[src/rtl/serial_subtractor.sv]
//----------------------------------------------------------------------------
// Module      : serial_subtractor
// Description : Bit-serial two's-complement subtractor. Computes a - b one
//               bit per clock, LSB first, and reports the difference, the
//               final unsigned borrow and the signed overflow flag.
// Revision    : 1.0 - initial release
//----------------------------------------------------------------------------
`default_nettype none

module serial_subtractor #(
  parameter int WIDTH = 8
) (
  input  logic             clk,
  input  logic             rst_n,
  input  logic             start,
  input  logic [WIDTH-1:0] a,
  input  logic [WIDTH-1:0] b,
  output logic             busy,
  output logic             done,
  output logic [WIDTH-1:0] diff,
  output logic             borrow_out,
  output logic             overflow
);

  // Counter wide enough to hold 0..WIDTH
  localparam int CNT_W = $clog2(WIDTH + 1);
  localparam logic [CNT_W-1:0] c_LAST_BIT = CNT_W'(WIDTH - 1);
  localparam logic [CNT_W-1:0] c_CNT_ONE  = CNT_W'(1);

  typedef enum logic [1:0] {
    S_IDLE = 2'd0,
    S_RUN  = 2'd1,
    S_DONE = 2'd2
  } state_t;

  state_t           r_state;
  logic [WIDTH-1:0] r_a;
  logic [WIDTH-1:0] r_b;
  logic [WIDTH-1:0] r_res;
  logic [CNT_W-1:0] r_cnt;
  logic             r_bin;
  logic             r_busy;
  logic             r_done;
  logic [WIDTH-1:0] r_diff;
  logic             r_borrow;
  logic             r_ovf;

  logic             w_ai;
  logic             w_bi;
  logic             w_d;
  logic             w_bout;
  logic             w_ovf;
  logic [WIDTH-1:0] w_res_next;

  // One full-subtractor cell operating on the current LSBs of the operands
  assign w_ai       = r_a[0];
  assign w_bi       = r_b[0];
  assign w_d        = w_ai ^ w_bi ^ r_bin;
  assign w_bout     = (~w_ai & w_bi) | (~(w_ai ^ w_bi) & r_bin);
  assign w_res_next = {w_d, r_res[WIDTH-1:1]};
  // On the last bit the operand bits are the sign bits and w_d is the
  // result sign bit, so overflow falls out without keeping copies of a/b
  assign w_ovf      = (w_ai ^ w_bi) & (w_d ^ w_ai);

  // Control FSM, datapath shift registers and registered outputs
  always_ff @(posedge clk or negedge rst_n) begin
    if (!rst_n) begin
      r_state  <= S_IDLE;
      r_a      <= '0;
      r_b      <= '0;
      r_res    <= '0;
      r_cnt    <= '0;
      r_bin    <= 1'b0;
      r_busy   <= 1'b0;
      r_done   <= 1'b0;
      r_diff   <= '0;
      r_borrow <= 1'b0;
      r_ovf    <= 1'b0;
    end else begin
      case (r_state)
        S_IDLE: begin
          r_done <= 1'b0;
          if (start) begin
            r_a     <= a;
            r_b     <= b;
            r_res   <= '0;
            r_bin   <= 1'b0;
            r_cnt   <= '0;
            r_busy  <= 1'b1;
            r_state <= S_RUN;
          end
        end
        S_RUN: begin
          r_a   <= r_a >> 1;
          r_b   <= r_b >> 1;
          r_res <= w_res_next;
          r_bin <= w_bout;
          r_cnt <= r_cnt + c_CNT_ONE;
          // Outputs are only written here, so partial shifts never show on diff
          if (r_cnt == c_LAST_BIT) begin
            r_state  <= S_DONE;
            r_done   <= 1'b1;
            r_diff   <= w_res_next;
            r_borrow <= w_bout;
            r_ovf    <= w_ovf;
          end
        end
        S_DONE: begin
          r_state <= S_IDLE;
          r_done  <= 1'b0;
          r_busy  <= 1'b0;
        end
        default: begin
          r_state <= S_IDLE;
          r_done  <= 1'b0;
          r_busy  <= 1'b0;
        end
      endcase
    end
  end

  assign busy       = r_busy;
  assign done       = r_done;
  assign diff       = r_diff;
  assign borrow_out = r_borrow;
  assign overflow   = r_ovf;

endmodule

`default_nettype wire

[config.mk]
export PLATFORM = sky130hd
export DESIGN_NAME = serial_subtractor
export DESIGN_NICKNAME = d
export VERILOG_FILES = /design/src/rtl/serial_subtractor.sv
export SDC_FILE = /design/constraint.sdc
export NUM_CORES = 1
export LEC_CHECK = 0
export BUFFER_PORTS_ARGS = -buffer_cell sky130_fd_sc_hd__buf_2
export CORE_ASPECT_RATIO = 1.2
export CORE_MARGIN = 2
export CORE_UTILIZATION = 55
export CTS_CLUSTER_DIAMETER = 150
export DETAILED_ROUTE_END_ITERATION = 7
export PLACE_DENSITY = 0.78
export SKIP_LAST_GASP = 1
export SLEW_MARGIN = 20
export SYNTH_ARGS = -nofsm -noshare
export SYNTH_HDL_FRONTEND = slang
export SYNTH_SLANG_ARGS = --single-unit
[constraint.sdc]
create_clock -name clk -period 2.9 [get_ports clk]
set_input_delay 0.145 -clock clk [delete_from_list [all_inputs] [get_ports clk]]
set_output_delay 0.145 -clock clk [all_outputs]
set_load 0.02 [all_outputs]
=== Yosys cells after proc, flatten, opt, wreduce, memory -nomap -nowiden ===
Index checks and enable logic that the tools add are counted.

* Bits of input ports: 19
* Register bits after elaboration: 43
* Output and inout bits: 12
* Logic and storage cells: 49

* Multiplexer cells: 17
* Reduce and logical (&&, ||, !) cells: 6
* Bitwise operators: 10
* Eq/ne operators: 4
* Add/sub/neg operators: 1

{| class="wikitable"
|+ Operator list
! kind !! count
|-
| $pmux 8 s2 || 3
|-
| $mux 8 || 3
|-
| $pmux 4 s2 || 1
|-
| $reduce_and 2->1 || 4
|-
| $add 4x1->4 const B || 1
|-
| $eq 4x3->1 const B || 1
|-
| $mux 1 || 4
|-
| $mux 2 || 2
|-
| $mux 4 || 1
|-
| $ne 2x2->1 const B || 2
|-
| $pmux 1 s2 || 2
|-
| $pmux 2 s2 || 1
|-
| $and 1x1->1 || 3
|-
| $not 1->1 || 3
|-
| $xor 1x1->1 || 3
|-
| $eq 2x1->1 const B || 1
|-
| $logic_not 2->1 || 1
|-
| $reduce_bool 2->1 || 1
|-
| $or 1x1->1 || 1
|}

=== Longest topological paths before layout ===
* Word-level depth: 5
* Depth in mapped cells: 5
* Depth with buffers taken out: 5

=== Worst setup path after synthesis ===
No wires, ideal clock.

* Kind: reg-to-reg
* Start: register r_a[0]
* End: register r_ovf (netlist: overflow)
* Stages on the path, launching flop included: 5
* Path buffers: 0
* Library setup time: 0.125 ns
* Arrival: 1.384 ns
* Slack: 1.391 ns
* Required time: 2.775 ns
* Clock period less this slack: 1.509 ns
* Cell sequence: dfrtp_1 fa_1 xnor2_1 nor2_1 mux2_2

* Word-level cells in the longest chain between the ends: 4

{| class="wikitable"
|+ RTL lines
! what !! line !! RTL
|-
| start, declared || 37 || <nowiki>logic [WIDTH-1:0] r_a;</nowiki>
|-
| start signal, assigned || 94 || <nowiki>r_a <= r_a >> 1;</nowiki>
|-
| $xor 1x1->1 (2 in series) || 58 || <nowiki>assign w_d = w_ai ^ w_bi ^ r_bin;</nowiki>
|-
| net w_d || 50 || <nowiki>logic w_d;</nowiki>
|-
| $xor 1x1->1 || 63 || <nowiki>assign w_ovf = (w_ai ^ w_bi) & (w_d ^ w_ai);</nowiki>
|-
| $and 1x1->1 || 63 ||
|-
| end signal, assigned || 105 || <nowiki>r_ovf <= w_ovf;</nowiki>
|-
| end, declared || 46 || <nowiki>logic r_ovf;</nowiki>
|}

The timed path passes the listed nets, and every way through them passes these cells.
A chain may end at the register's enable or synchronous reset.

=== Worst setup path in the final report ===
* Start: register r_state[0]
* End: register r_diff[2] (netlist: diff[2])

* Word-level cells in the longest chain between the ends: 2

{| class="wikitable"
|+ RTL lines
! what !! line !! RTL
|-
| start, declared || 36 || <nowiki>state_t r_state;</nowiki>
|-
| start signal, assigned || 68 || <nowiki>r_state <= S_IDLE;</nowiki>
|-
| start signal, assigned || 90 || <nowiki>r_state <= S_RUN;</nowiki>
|-
| start signal, assigned || 101 || <nowiki>r_state <= S_DONE;</nowiki>
|-
| $eq 2x1->1 || 80 || <nowiki>case (r_state)</nowiki>
|-
| $reduce_and 2->1 (no line) || -- ||
|-
| end signal, assigned || 103 || <nowiki>r_diff <= w_res_next;</nowiki>
|-
| end, declared || 44 || <nowiki>logic [WIDTH-1:0] r_diff;</nowiki>
|}

No other way between the ends.

==> impl_metrics.csv <==
group,metric,value,unit
worst_setup_path,crit_type,"flop to flop",
global_route,antenna_found_initial,0,
synth,synth-seq-cells,42,
floorplan,die_h,68.0,um
sta,setup_viol,0,
global_route,gr-max-usage-layer,"met2",
placement,port_buffers,30,
synth,synthCells,165,
sta,finalHoldViolCount,0,
final_layout,final_area,2130,sq um
power,p_int,1.41,mW
global_route,grtUsageMet1,29.2,%
drt,route.antenna.remaining_nets,0,
drt,via_per_inst,5.87,
placement,placed_cell_area,2030,sq um
power,combPwrFrac,37.3,%
worst_setup_path,rr_worst_depth,3,
global_route,grt_max_degree,43,
floorplan,core-area,3310,sq um
synth,yosysSeqAreaShare,56.0,%
sta,worst_slew_pin_slew,0.916,ns
synth,syn_avg_cell_area,11.4,sq um
min_path,min_path_type,"input pin to flop",
sta,min_period_over_period,66.4,%
cts,cts_buffers,5,
min_path,hold_depth,3,
final_layout,final_common_cell,"dfrtp_1",
global_route,grt_pass1_wl,6.53,mm
power,p_leak,0.998,nW
global_route,grt_pass1_vias,1304,
final_layout,insertedDiodeCount,0,
sta,fin_crit,1.93,ns
worst_setup_path,r2r_setup_slack,0.97,ns
cts,post-cts-setup-buffers,0,
final_layout,drive_gt1_share,25.6,%
floorplan,die_x,57.3,um
placement,pre_cts_slack,0.962,ns
worst_setup_path,path_max_fanout,22,
drt,firstDrtPassIters,4,
worst_setup_path,required,3.10,ns
floorplan,start_util,56.7,%
cts,clock_latency,0.31,ns
worst_setup_path,end_kind,"flop",
worst_setup_path,worstSetupStartpointType,"flop",
synth,yosysWarnings,0,
final_layout,final_cell_mix,"dfrtp_1, buf_2, a21oi_1, o21ai_0, a22oi_1",
placement,place.gp.congestion,0.794,
synth,synth_cell_types,29,
outcome,status,"complete, no violations",
synth,syn-num-nets,187,
drt,drt_iter0_markers,65,
drt,drc,0,
cts,htree_levels,2,
sta,fin_skew,0.00484,ns
sta,worst_hold_slack,0.113,ns
sta,setup_slack,0.974,ns
global_route,grt_usage,22.6,%
sta,setup_tns,0,ns
cts,cts_root_buffer,"clkbuf_8",
sta,rsz0062_at_grt,"false",
sta,slew_violations,0,
drt,dr_total_vias,1361,
cts,cts_tree,"built",
power,peakVddDrop,0.000671,V
cts,clock_path_buffers,2,
cts,clkTransAtPathRegs,0.08,ns
job,drv_cap,0,
sta,fmax,0.519,GHz
power,switching_share,39.2,%
power,seqPwrFrac,45.6,%
cts,clock-sinks,42,
floorplan,pin_count,31,
global_route,grt_util_met2,36.4,%
sta,slew_headroom,38.9,%
power,power_density,1090,nW/um^2
worst_setup_path,worstPathArrival,2.12,ns
power,clockPowerShare,17.1,%
drt,routed_wirelength,3.77,mm
synth,synth_area,1880,sq um
global_route,grt-ovfl-total,0,
global_route,grt_use_met3,5.86,%
floorplan,die_area,3900,sq um
power,p_sw,0.911,mW
placement,dp_hpwl,2.54,mm
final_layout,nNetsFinal,216,
floorplan,rows,23,
final_layout,synthToLayoutAreaGrowth,13.5,%
drt,wl_per_cell,16.3,um
[cells in the mapped netlist]
cell type  instances  area [sq um]
dfrtp_1           42          1050
a21oi_1           16          80.1
o21ai_0           14          70.1
a22oi_1           12          90.1
nor2b_1           10          62.6
mux2_2             9           101
a22o_1             8          70.1
and2b_1            6          45.0
inv_1              6          22.5
nand2_1            6          22.5
buf_2              5          25.0
nor2_1             4          15.0
a31oi_1            3          18.8
clkbuf_1           3          11.3
o22ai_1            3          18.8
and2_1             2          12.5
ha_1               2          25.0
mux2i_1            2          20.0
o21ai_1            2          10.0
a41oi_1            1          8.76
buf_4              1          7.51
buf_6              1          11.3
fa_1               1          20.0
nand2b_4           1          13.8
nand3_1            1          5.00
nor3_4             1          16.3
o21a_1             1          7.51
o21bai_1           1          7.51
xnor2_1            1          8.76
[sequential cells by signal, summed over array words and instances (netlist names)]
name,flops
borrow_out,1
busy,1
diff,8
done,1
overflow,1
r_a,8
r_b,8
r_bin,1
r_cnt,4
r_res,7
r_state,2
[metrics by stage]
step | cells | util (%) | power, mW
after floorplan | 165 | - | 1.70
after global placement | 223 | 61.2 | 1.88
after detailed placement | 223 | 61.2 | 1.95
after CTS | 232 | 64.4 | 2.35
after global routing | 232 | 64.4 | 2.52
final | 232 | 64.4 | 2.32
[critical path: stages (launching register included)]
cell and delay (ns):
dfrtp_1 0.77, nand2b_4 0.13, nor3_4 0.51, mux2_2 0.40
[worst paths after layout]
| check | startpoint | to |
|---|---|---|
| setup / recovery | r_state[0]$_DFFE_PN0P_ | diff[2]$_DFFE_PN0P_ |
| hold / removal | a[7] | r_a[7]$_DFFE_PN0P_ |
| setup reg to reg | r_state[0]$_DFFE_PN0P_ | diff[2]$_DFFE_PN0P_ |
| hold reg to reg | diff[4]$_DFFE_PN0P_ | diff[4]$_DFFE_PN0P_ |
| max in group asynchronous | rst_n | diff[3]$_DFFE_PN0P_ |
| min in group asynchronous | rst_n | overflow$_DFFE_PN0P_ |
[final cells by class]
| class | instances | area, sq um |
|---|---|---|
| Tap cell | 37 | 46.3 |
| Inverter | 6 | 22.5 |
| Clock buffer | 5 | 68.8 |
| Timing Repair Buffer | 32 | 168 |
| Sequential cell | 42 | 1050 |
| Fill cell | 272 | 1180 |
| Multi-Input combinational cell | 107 | 749 |
| Clock inverter | 3 | 25.0 |
[power by group through the flow]
stage	sequential [mW]	clock, mW	combinational (mW)
5_1_grt	1.11	0.428	0.977
4_1_cts	1.06	0.407	0.879
3_5_place_dp	1.07	0	0.874
6_report	1.06	0.397	0.867
3_3_place_gp	1.05	0	0.832
2_1_floorplan	1.08	0	0.616
[cell families (layout without fill, tap and decap cells)]
logic type,count (synthesis),count (layout),share of synthesized area (%)
simple gates,31,31,10.3
xor+xnor,1,1,0.466
buf+inv,16,46,4.13
flops,42,42,56.0
fa+ha+maj,3,3,2.40
mux,11,11,6.46
compound gates,61,61,20.3
[timing repair]
| item | CTS | global route |
|---|---|---|
| endpoints found under the hold margin | 15 | 0 |
| hold buffers | 1 | 0 |
| resized for setup | 0 | 0 |
[metal layers]
| metal | part of all wire [%] | up-vias |
|---|---|---|
| met5 | 0 | - |
| met4 | 1.8 | 0 |
| met3 | 4.8 | 6 |
| li1 | - | 650 |
| met2 | 50 | 40 |
| met1 | 43 | 665 |
No activity file was read; power rests on OpenSTA's default activity.
